$ cat src/rtl/ballplayer_pkg.sv
// Shared constants for the ball game speed path: clock/rate defaults, level width,
// and the period helper used by the pacer (the key adjuster shares LVL_W).
// Purely elaboration-time content; no logic.
package ballplayer_pkg;

  localparam int unsigned CLK_HZ_DEF    = 12_000_000;
  localparam int unsigned RATE_UNIT_DEF = 10;
  localparam int unsigned LVL_W         = 2;

  // Cycles per step at level k: step rate is (k+5)*unit Hz, floor division.
  function automatic int unsigned speed_period(input int unsigned k,
                                               input int unsigned clk_hz,
                                               input int unsigned unit);
    return clk_hz / ((k + 5) * unit);
  endfunction

endpackage

$ cat src/rtl/ball_pacer.sv
// Ball pacer: turns speed level k into one-cycle step pulses, one per P[k_applied] cycles.
// Latency: first step P[k_applied] cycles after run rises; level changes apply at the next step boundary.
// No backpressure; optional freeze input `pause` exists only when PACER_PAUSE_EN is defined.
module ball_pacer
  import ballplayer_pkg::*;
#(
  parameter int unsigned CLK_HZ    = CLK_HZ_DEF,
  parameter int unsigned RATE_UNIT = RATE_UNIT_DEF,
  parameter int unsigned CNT_W     = 18
) (
  input  logic             clk,
  input  logic             rst,
  input  logic [LVL_W-1:0] k,
  input  logic             run,
`ifdef PACER_PAUSE_EN
  input  logic             pause,
`endif
  output logic             step,
  output logic [LVL_W-1:0] k_applied,
  output logic [7:0]       step_cnt
);

  // Terminal counts (P-1) for each level, fixed at elaboration.
  localparam logic [CNT_W-1:0] TERM0 = CNT_W'(speed_period(0, CLK_HZ, RATE_UNIT) - 1);
  localparam logic [CNT_W-1:0] TERM1 = CNT_W'(speed_period(1, CLK_HZ, RATE_UNIT) - 1);
  localparam logic [CNT_W-1:0] TERM2 = CNT_W'(speed_period(2, CLK_HZ, RATE_UNIT) - 1);
  localparam logic [CNT_W-1:0] TERM3 = CNT_W'(speed_period(3, CLK_HZ, RATE_UNIT) - 1);

  logic [CNT_W-1:0] cnt;
  logic [CNT_W-1:0] term;
  logic             hold;

`ifdef PACER_PAUSE_EN
  assign hold = pause;
`else
  assign hold = 1'b0;
`endif

  // Select the terminal count for the level currently in force.
  always_comb begin
    term = TERM0;
    case (k_applied)
      2'd0:    term = TERM0;
      2'd1:    term = TERM1;
      2'd2:    term = TERM2;
      default: term = TERM3;
    endcase
  end

  // Period counter, step pulse, step count and applied level; run=0 overrides everything else.
  always_ff @(posedge clk or negedge rst) begin
    if (!rst) begin
      cnt       <= '0;
      step      <= 1'b0;
      k_applied <= '0;
      step_cnt  <= '0;
    end else if (!run) begin
      cnt       <= '0;
      step      <= 1'b0;
      step_cnt  <= '0;
      k_applied <= k;
    end else if (hold) begin
      step      <= 1'b0;
    end else if (cnt == term) begin
      cnt       <= '0;
      step      <= 1'b1;
      step_cnt  <= step_cnt + 8'd1;
      k_applied <= k;
    end else begin
      cnt       <= cnt + 1'b1;
      step      <= 1'b0;
    end
  end

endmodule

$ cat config.mk
export PLATFORM = sky130hd
export DESIGN_NAME = ball_pacer
export DESIGN_NICKNAME = d
export VERILOG_FILES = /design/src/rtl/ballplayer_pkg.sv /design/src/rtl/ball_pacer.sv
export SDC_FILE = /design/constraint.sdc
export NUM_CORES = 1
export LEC_CHECK = 0
export ABC_AREA = 1
export CORE_MARGIN = 4
export CORE_UTILIZATION = 30
export DETAILED_ROUTE_END_ITERATION = 7
export HOLD_SLACK_MARGIN = 0.1
export PLACE_DENSITY_LB_ADDON = 0.15
export REMOVE_ABC_BUFFERS = 1
export SLEW_MARGIN = 20
export SYNTH_ARGS = -nofsm -noshare
export SYNTH_HDL_FRONTEND = slang
export SYNTH_SLANG_ARGS = --single-unit
$ cat constraint.sdc
create_clock -name clk -period 1.8 [get_ports clk]
set_input_delay 0.36 -clock clk [delete_from_list [all_inputs] [get_ports clk]]
set_output_delay 0.36 -clock clk [all_outputs]
set_load 0.02 [all_outputs]
==> flow_summary.yaml, run 1 <==
outcome:
  status: "finished clean"
place:
  place_hpwl_um: 3370
  io_buffers: 15
  gp_congestion: 0.879
  dp_slack_ns: -0.0159
clocking:
  insertion_delay_ns: 0.28
  cts_buffer_depth: 2
  path_clk_slew_ns: 0.06
  root_buffer: "clkbuf_8"
  htreeDepth: 2
  cts_buffers: 5
  cts_sinks: 29
  postCtsSetupBuffers: 0
  cts_tree: "yes"
floorplanning:
  die_area_mm2: 0.00757
  initial_core_util: 0.313
  die_h_um: 87.0
  design.portCount: 16
  dieWidth_um: 87.0
  num_rows: 28
  core_mm2: 0.00599
yosys:
  ys_seq_area_frac: 0.387
  synth-seq-cells: 29
  yosysUniqueCellTypes: 22
  synthCells: 268
  syn_area_mm2: 0.00187
  yosysWarnings: 0
  syn_area_per_cell_um2: 6.99
finish:
  layout-drive-gt1-share: 0.146
  layout_common_cells: "nand2_1, nor2_1, dfrtp_1"
  layout_commonest_cell: "nand2_1"
  nNetsFinal: 306
  num-fill-cells: 627
  n_antenna_cell: 0
  syn2layout_area_growth_pct: 28.7
grt:
  grt_usage: 0.132
  grt.overflow.total: 0
  grt_pass1_wl_um: 7640
  grt_pass1_vias: 1610
  grt_max_degree: 30
  antenna_found_initial: 0
timing:
  setup_viol: 0
  layout_setup_ws_ns: 0.0622
  fmax_mhz: 575
  maxSlewViolCount: 0
  hold_viol: 0
  tns_ns: 0
  tightest_slew_ns: 0.672
  period_share: 0.965
  holdWs_ns: 0.461
  rsz0062_at_grt: "true"
  skew_ns: 0.00330
  slew_headroom: 0.550
  fin_crit_ns: 1.74
critical_path:
  crit_arrival_ns: 1.38
  cp_max_fo: 6
  rr_startpoint: "k_applied[0]$_DFFE_PN0P_"
  cp_num_cells: 1
  cp.required_ns: 1.44
  max_stage_delay_ns: 0.64
  critPathLaunchType: "flop"
  worst-setup-path-type: "reg2out"
  r2r_end: "step_cnt[3]$_DFFE_PN0P_"
  reg2reg_slack_ns: 0.06
  r2r_cells: 12
  crit_family: "buffers and inverters"
  end_kind: "output port"
  crit_buf_inv: 1
  crit_slowest_cell: "clkdlybuf4s50_1"
  cp_cell_sequence: "clkdlybuf4s50_1"
power_and_ir_drop:
  leakage_nw: 1.13
  p_total_mw: 1.41
  peakVddDrop_mv: 0.311
  p_per_area_mw_per_mm2: 584
route:
  routedWlPerCell_um: 12.9
  post-route-drc-count: 0
  drtAntennaViolNets: 0
  wl_um: 4770
  vias_per_cell: 4.59
  drtPass1Iterations: 4
  drt_iter0_drc: 124
  dr_total_vias: 1697
job:
  drv_cap: 0
min_path:
  hold_path.class: "in2async"
[layer usage]
metal	up-vias	global-route usage	routed length (um)
li1	882	-	-
met1	775	0.184	2350
met2	34	0.197	2130
met3	6	0.0350	225
met4	0	0.0467	63
met5	-	0	0
[area by class of cell]
type / count / area, um2 / share of cell area
inverter: 29 / 111 / 0.0462
sequential: 29 / 727 / 0.302
tap: 75 / 93.8 / 0.0389
multi-input combinational: 204 / 1130 / 0.469
clock buffer: 8 / 80.1 / 0.0332
timing repair buffer: 25 / 268 / 0.111
[stage by stage]
stage | instances | instance area [um2] | utilization
detailed placement | 360 | 2140 | 0.357
floorplan | 261 | 1830 | -
finish | 370 | 2410 | 0.402
CTS | 368 | 2240 | 0.374
global placement | 360 | 2140 | 0.357
global route | 370 | 2410 | 0.402
[what timing repair did]
action                                  4_1_cts  5_1_grt
hold buffers                                  0        0
gates cloned                                  0        2
pin swaps                                     0       20
endpoints found under the setup margin       25       31
gates resized for setup                       4       32
[cells by family (layout without fill, tap and decap cells)]
| logic type | after synthesis | after routing | share of synthesized area |
|---|---|---|---|
| compound gates | 6 | 6 | 0.0160 |
| buf+inv | 36 | 62 | 0.0815 |
| simple gates | 172 | 173 | 0.384 |
| fa+ha+maj | 7 | 7 | 0.0468 |
| flops | 29 | 29 | 0.387 |
| xor+xnor | 18 | 18 | 0.0842 |
[cell usage after synthesis]
cell type / instances / area share
nand2_4: 1 / 0.0060
nor2_1: 51 / 0.10
xor2_1: 15 / 0.070
nand2_1: 78 / 0.16
dfrtp_1: 29 / 0.39
nor3_1: 7 / 0.019
inv_2: 1 / 0.0020
buf_4: 2 / 0.0080
inv_1: 28 / 0.056
o21ai_0: 5 / 0.013
buf_6: 1 / 0.0060
nor3_2: 1 / 0.0053
a21oi_1: 1 / 0.0027
nand2_2: 1 / 0.0033
nand3_1: 28 / 0.075
buf_2: 2 / 0.0053
buf_1: 2 / 0.0040
ha_1: 7 / 0.047
xnor2_1: 3 / 0.014
nand3b_1: 1 / 0.0040
nand4_1: 2 / 0.0067
nor2_2: 2 / 0.0067
[power by group]
part	leakage (nW)	internal [mW]	switching, mW	total, mW
clock	0.0395	0.274	0.245	0.519
combinational	0.698	0.0889	0.120	0.209
sequential	0.397	0.664	0.0148	0.679
total	1.13	1.03	0.379	1.41
[worst max-delay path by stage]
| stage | from | to |
|---|---|---|
| 3_5_place_dp | k_applied[0]$_DFFE_PN0P_ | cnt[14]$_DFF_PN0_ |
| 5_1_grt | k_applied[1]$_DFFE_PN0P_ | step_cnt[3]$_DFFE_PN0P_ |
| 2_1_floorplan | k_applied[0]$_DFFE_PN0P_ | cnt[14]$_DFF_PN0_ |
| 4_1_cts | step_cnt[4]$_DFFE_PN0P_ | step_cnt[4] |
| 6_report | step_cnt[2]$_DFFE_PN0P_ | step_cnt[2] |
| 3_3_place_gp | k_applied[0]$_DFFE_PN0P_ | step_cnt[0]$_DFFE_PN0P_ |
[state kept, by name, indices dropped and copies added, names as in the netlist]
| signal | count |
|---|---|
| k_applied | 2 |
| cnt | 18 |
| step_cnt | 8 |
| step | 1 |
Power figures use the tool's default switching activity.
==> run 2: changes to the inputs <==
- CORE_UTILIZATION: 30 -> 43
- clock period: 1.8 -> 2.2 ns (I/O delays scaled with it)
==> run 2 against run 1 <==
Global-route usage grew 4.0 points. Hold slack gained 0.032 ns. Total power shrank 21%. Die area shrank 28%. Largest power group unchanged. Highest routed layer unchanged.
==> flow_summary.yaml, run 2 (same netlist as run 1, synthesis figures left out) <==
finish:
  nNetsFinal: 298
  multiInputGateArea_um2: 995
  layout-drive-gt1-share: 0.0557
  largest_register_ffs: 18
  stdcell_count: 337
  layout_common_cells: "nand2_1, nor2_1, dfrtp_1"
  num-fill-cells: 410
  reg_top3: "cnt x18, step_cnt x8, k_applied x2"
  n_antenna_cell: 0
  syn2layout_area_growth_pct: 14.6
  layout_commonest_cell: "nand2_1"
  regMostFlops: "cnt"
  layout.area.seq_um2: 726
floorplanning:
  design.portCount: 16
  num_rows: 23
  dieWidth_um: 74
  die_area_mm2: 0.00548
  core_mm2: 0.00412
  die_h_um: 74
  initial_core_util: 0.455
timing:
  period_share: 0.856
  hold_viol: 0
  tightest_slew_ns: 0.427
  rsz0062_at_grt: "false"
  setup_viol: 0
  fmax_mhz: 531
  tns_ns: 0
  fin_crit_ns: 1.88
  maxSlewViolCount: 0
  skew_ns: 0.00347
  slew_headroom: 0.713
clocking:
  htreeDepth: 2
  root_buffer: "clkbuf_8"
  cts_buffer_depth: 2
  cts_buffers: 5
  path_clk_slew_ns: 0.07
  post_cts_resized: 0
  insertion_delay_ns: 0.28
  cts_tree: "yes"
  postCtsSetupBuffers: 0
  cts_sinks: 29
  cts_hold_buf: 0
grt:
  grt.overflow.total: 0
  grt_usage: 0.173
  grt_max_degree: 30
  antenna_found_initial: 0
  grt_pass1_vias: 1502
  grt_pass1_wl_um: 7150
place:
  io_buffers: 15
  place_hpwl_um: 3070
  place_inst: 329
  gp_congestion: 0.865
critical_path:
  worst-setup-path-type: "reg2reg"
  cp.required_ns: 2.36
  cp_max_fo: 23
  end_kind: "flop"
  crit_arrival_ns: 2.05
  critPathLaunchType: "flop"
power_and_ir_drop:
  swShare: 0.273
  clkPwrFrac: 0.387
  leakage_nw: 1.01
  peakVddDrop_mv: 0.258
  p_sw_mw: 0.304
  p_per_area_mw_per_mm2: 519
  comb_power_share: 0.113
  internal_power_mw: 0.811
  seqPwrFrac: 0.500
min_path:
  hold_path.class: "reg2reg"
route:
  drtPass1Iterations: 4
  wl_um: 4160
  vias_per_cell: 4.83
  routedWlPerCell_um: 12.4
  drtAntennaViolNets: 0
  drt_iter0_drc: 115
  dr_total_vias: 1629
  post-route-drc-count: 0
job:
  drv_cap: 0
outcome:
  status: "finished clean"
==> run 2: cell count changes in the layout (fill, tap and decap cells not counted), sizes merged <==
| cell | before | now |
|---|---|---|
| clkinv | 0 | 2 |
| buf | 9 | 3 |
| clkbuf | 9 | 6 |
| clkdlybuf4s50 | 11 | 15 |
| nand2 | 81 | 80 |
| dlymetal6s2s | 4 | 0 |
==> run 2: routing by layer <==
metal | GRT usage | up-vias | wire [um]
li1 | - | 862 | -
met1 | 0.260 | 718 | 2100
met2 | 0.231 | 41 | 1720
met3 | 0.0473 | 8 | 260
met4 | 0.0704 | 0 | 75
met5 | 0 | - | 0
==> run 2: path summary, 6_finish.rpt <==
| kind | startpoint | to | slack [ns] | depth (start not counted) |
|---|---|---|---|---|
| hold / removal | cnt[0]$_DFF_PN0_ | cnt[0]$_DFF_PN0_ | 0.49 | 1 |
| setup reg to reg | k_applied[0]$_DFFE_PN0P_ | cnt[12]$_DFF_PN0_ | 0.32 | 11 |
| max in group asynchronous | rst | k_applied[1]$_DFFE_PN0P_ | 1.38 | 2 |
| min in group asynchronous | rst | cnt[9]$_DFF_PN0_ | 0.54 | 2 |
| hold reg to reg | cnt[0]$_DFF_PN0_ | cnt[0]$_DFF_PN0_ | 0.49 | 1 |
| setup / recovery | k_applied[0]$_DFFE_PN0P_ | cnt[12]$_DFF_PN0_ | 0.32 | 11 |
==> run 2: worst max-delay path: stages, from the launching register on <==
cell     delay [ns]
dfrtp_1        0.43
inv_1          0.12
ha_1           0.34
inv_1          0.07
nand2_1        0.06
nand2_1        0.05
nor2_1         0.10
nand2_1        0.06
nor2_1         0.11
nand2_2        0.10
nand2_4        0.23
nor2_1         0.09
==> run 2: area by class of cell <==
cell class              count  share of cell area
flip-flops and latches     29               0.338
repair buffers             18              0.0804
well taps                  50              0.0291
multi-input cells         203               0.463
clock inverters             2             0.00466
inverters                  29              0.0507
clock buffers               6              0.0338
==> run 2: through the flow <==
step           worst slack (ns)   util  hold slack, ns  instance area (um2)  power [mW]
2_1_floorplan             0.292      -           0.144                 1830       0.639
3_3_place_gp              0.357  0.502           0.482                 2060       0.693
3_5_place_dp              0.283  0.502           0.488                 2060       0.694
4_1_cts                   0.280  0.522           0.498                 2150        1.12
5_1_grt                  0.0962  0.522           0.519                 2150        1.17
6_report                  0.316  0.522           0.494                 2150        1.11
==> run 2: power by group through the flow <==
| stage | Combinational (mW) | Sequential, mW | Clock, mW |
|---|---|---|---|
| 6_report | 0.126 | 0.557 | 0.432 |
| 5_1_grt | 0.146 | 0.559 | 0.466 |
| 4_1_cts | 0.128 | 0.557 | 0.440 |
| 3_5_place_dp | 0.127 | 0.567 | 0 |
| 3_3_place_gp | 0.127 | 0.566 | 0 |
| 2_1_floorplan | 0.0685 | 0.571 | 0 |
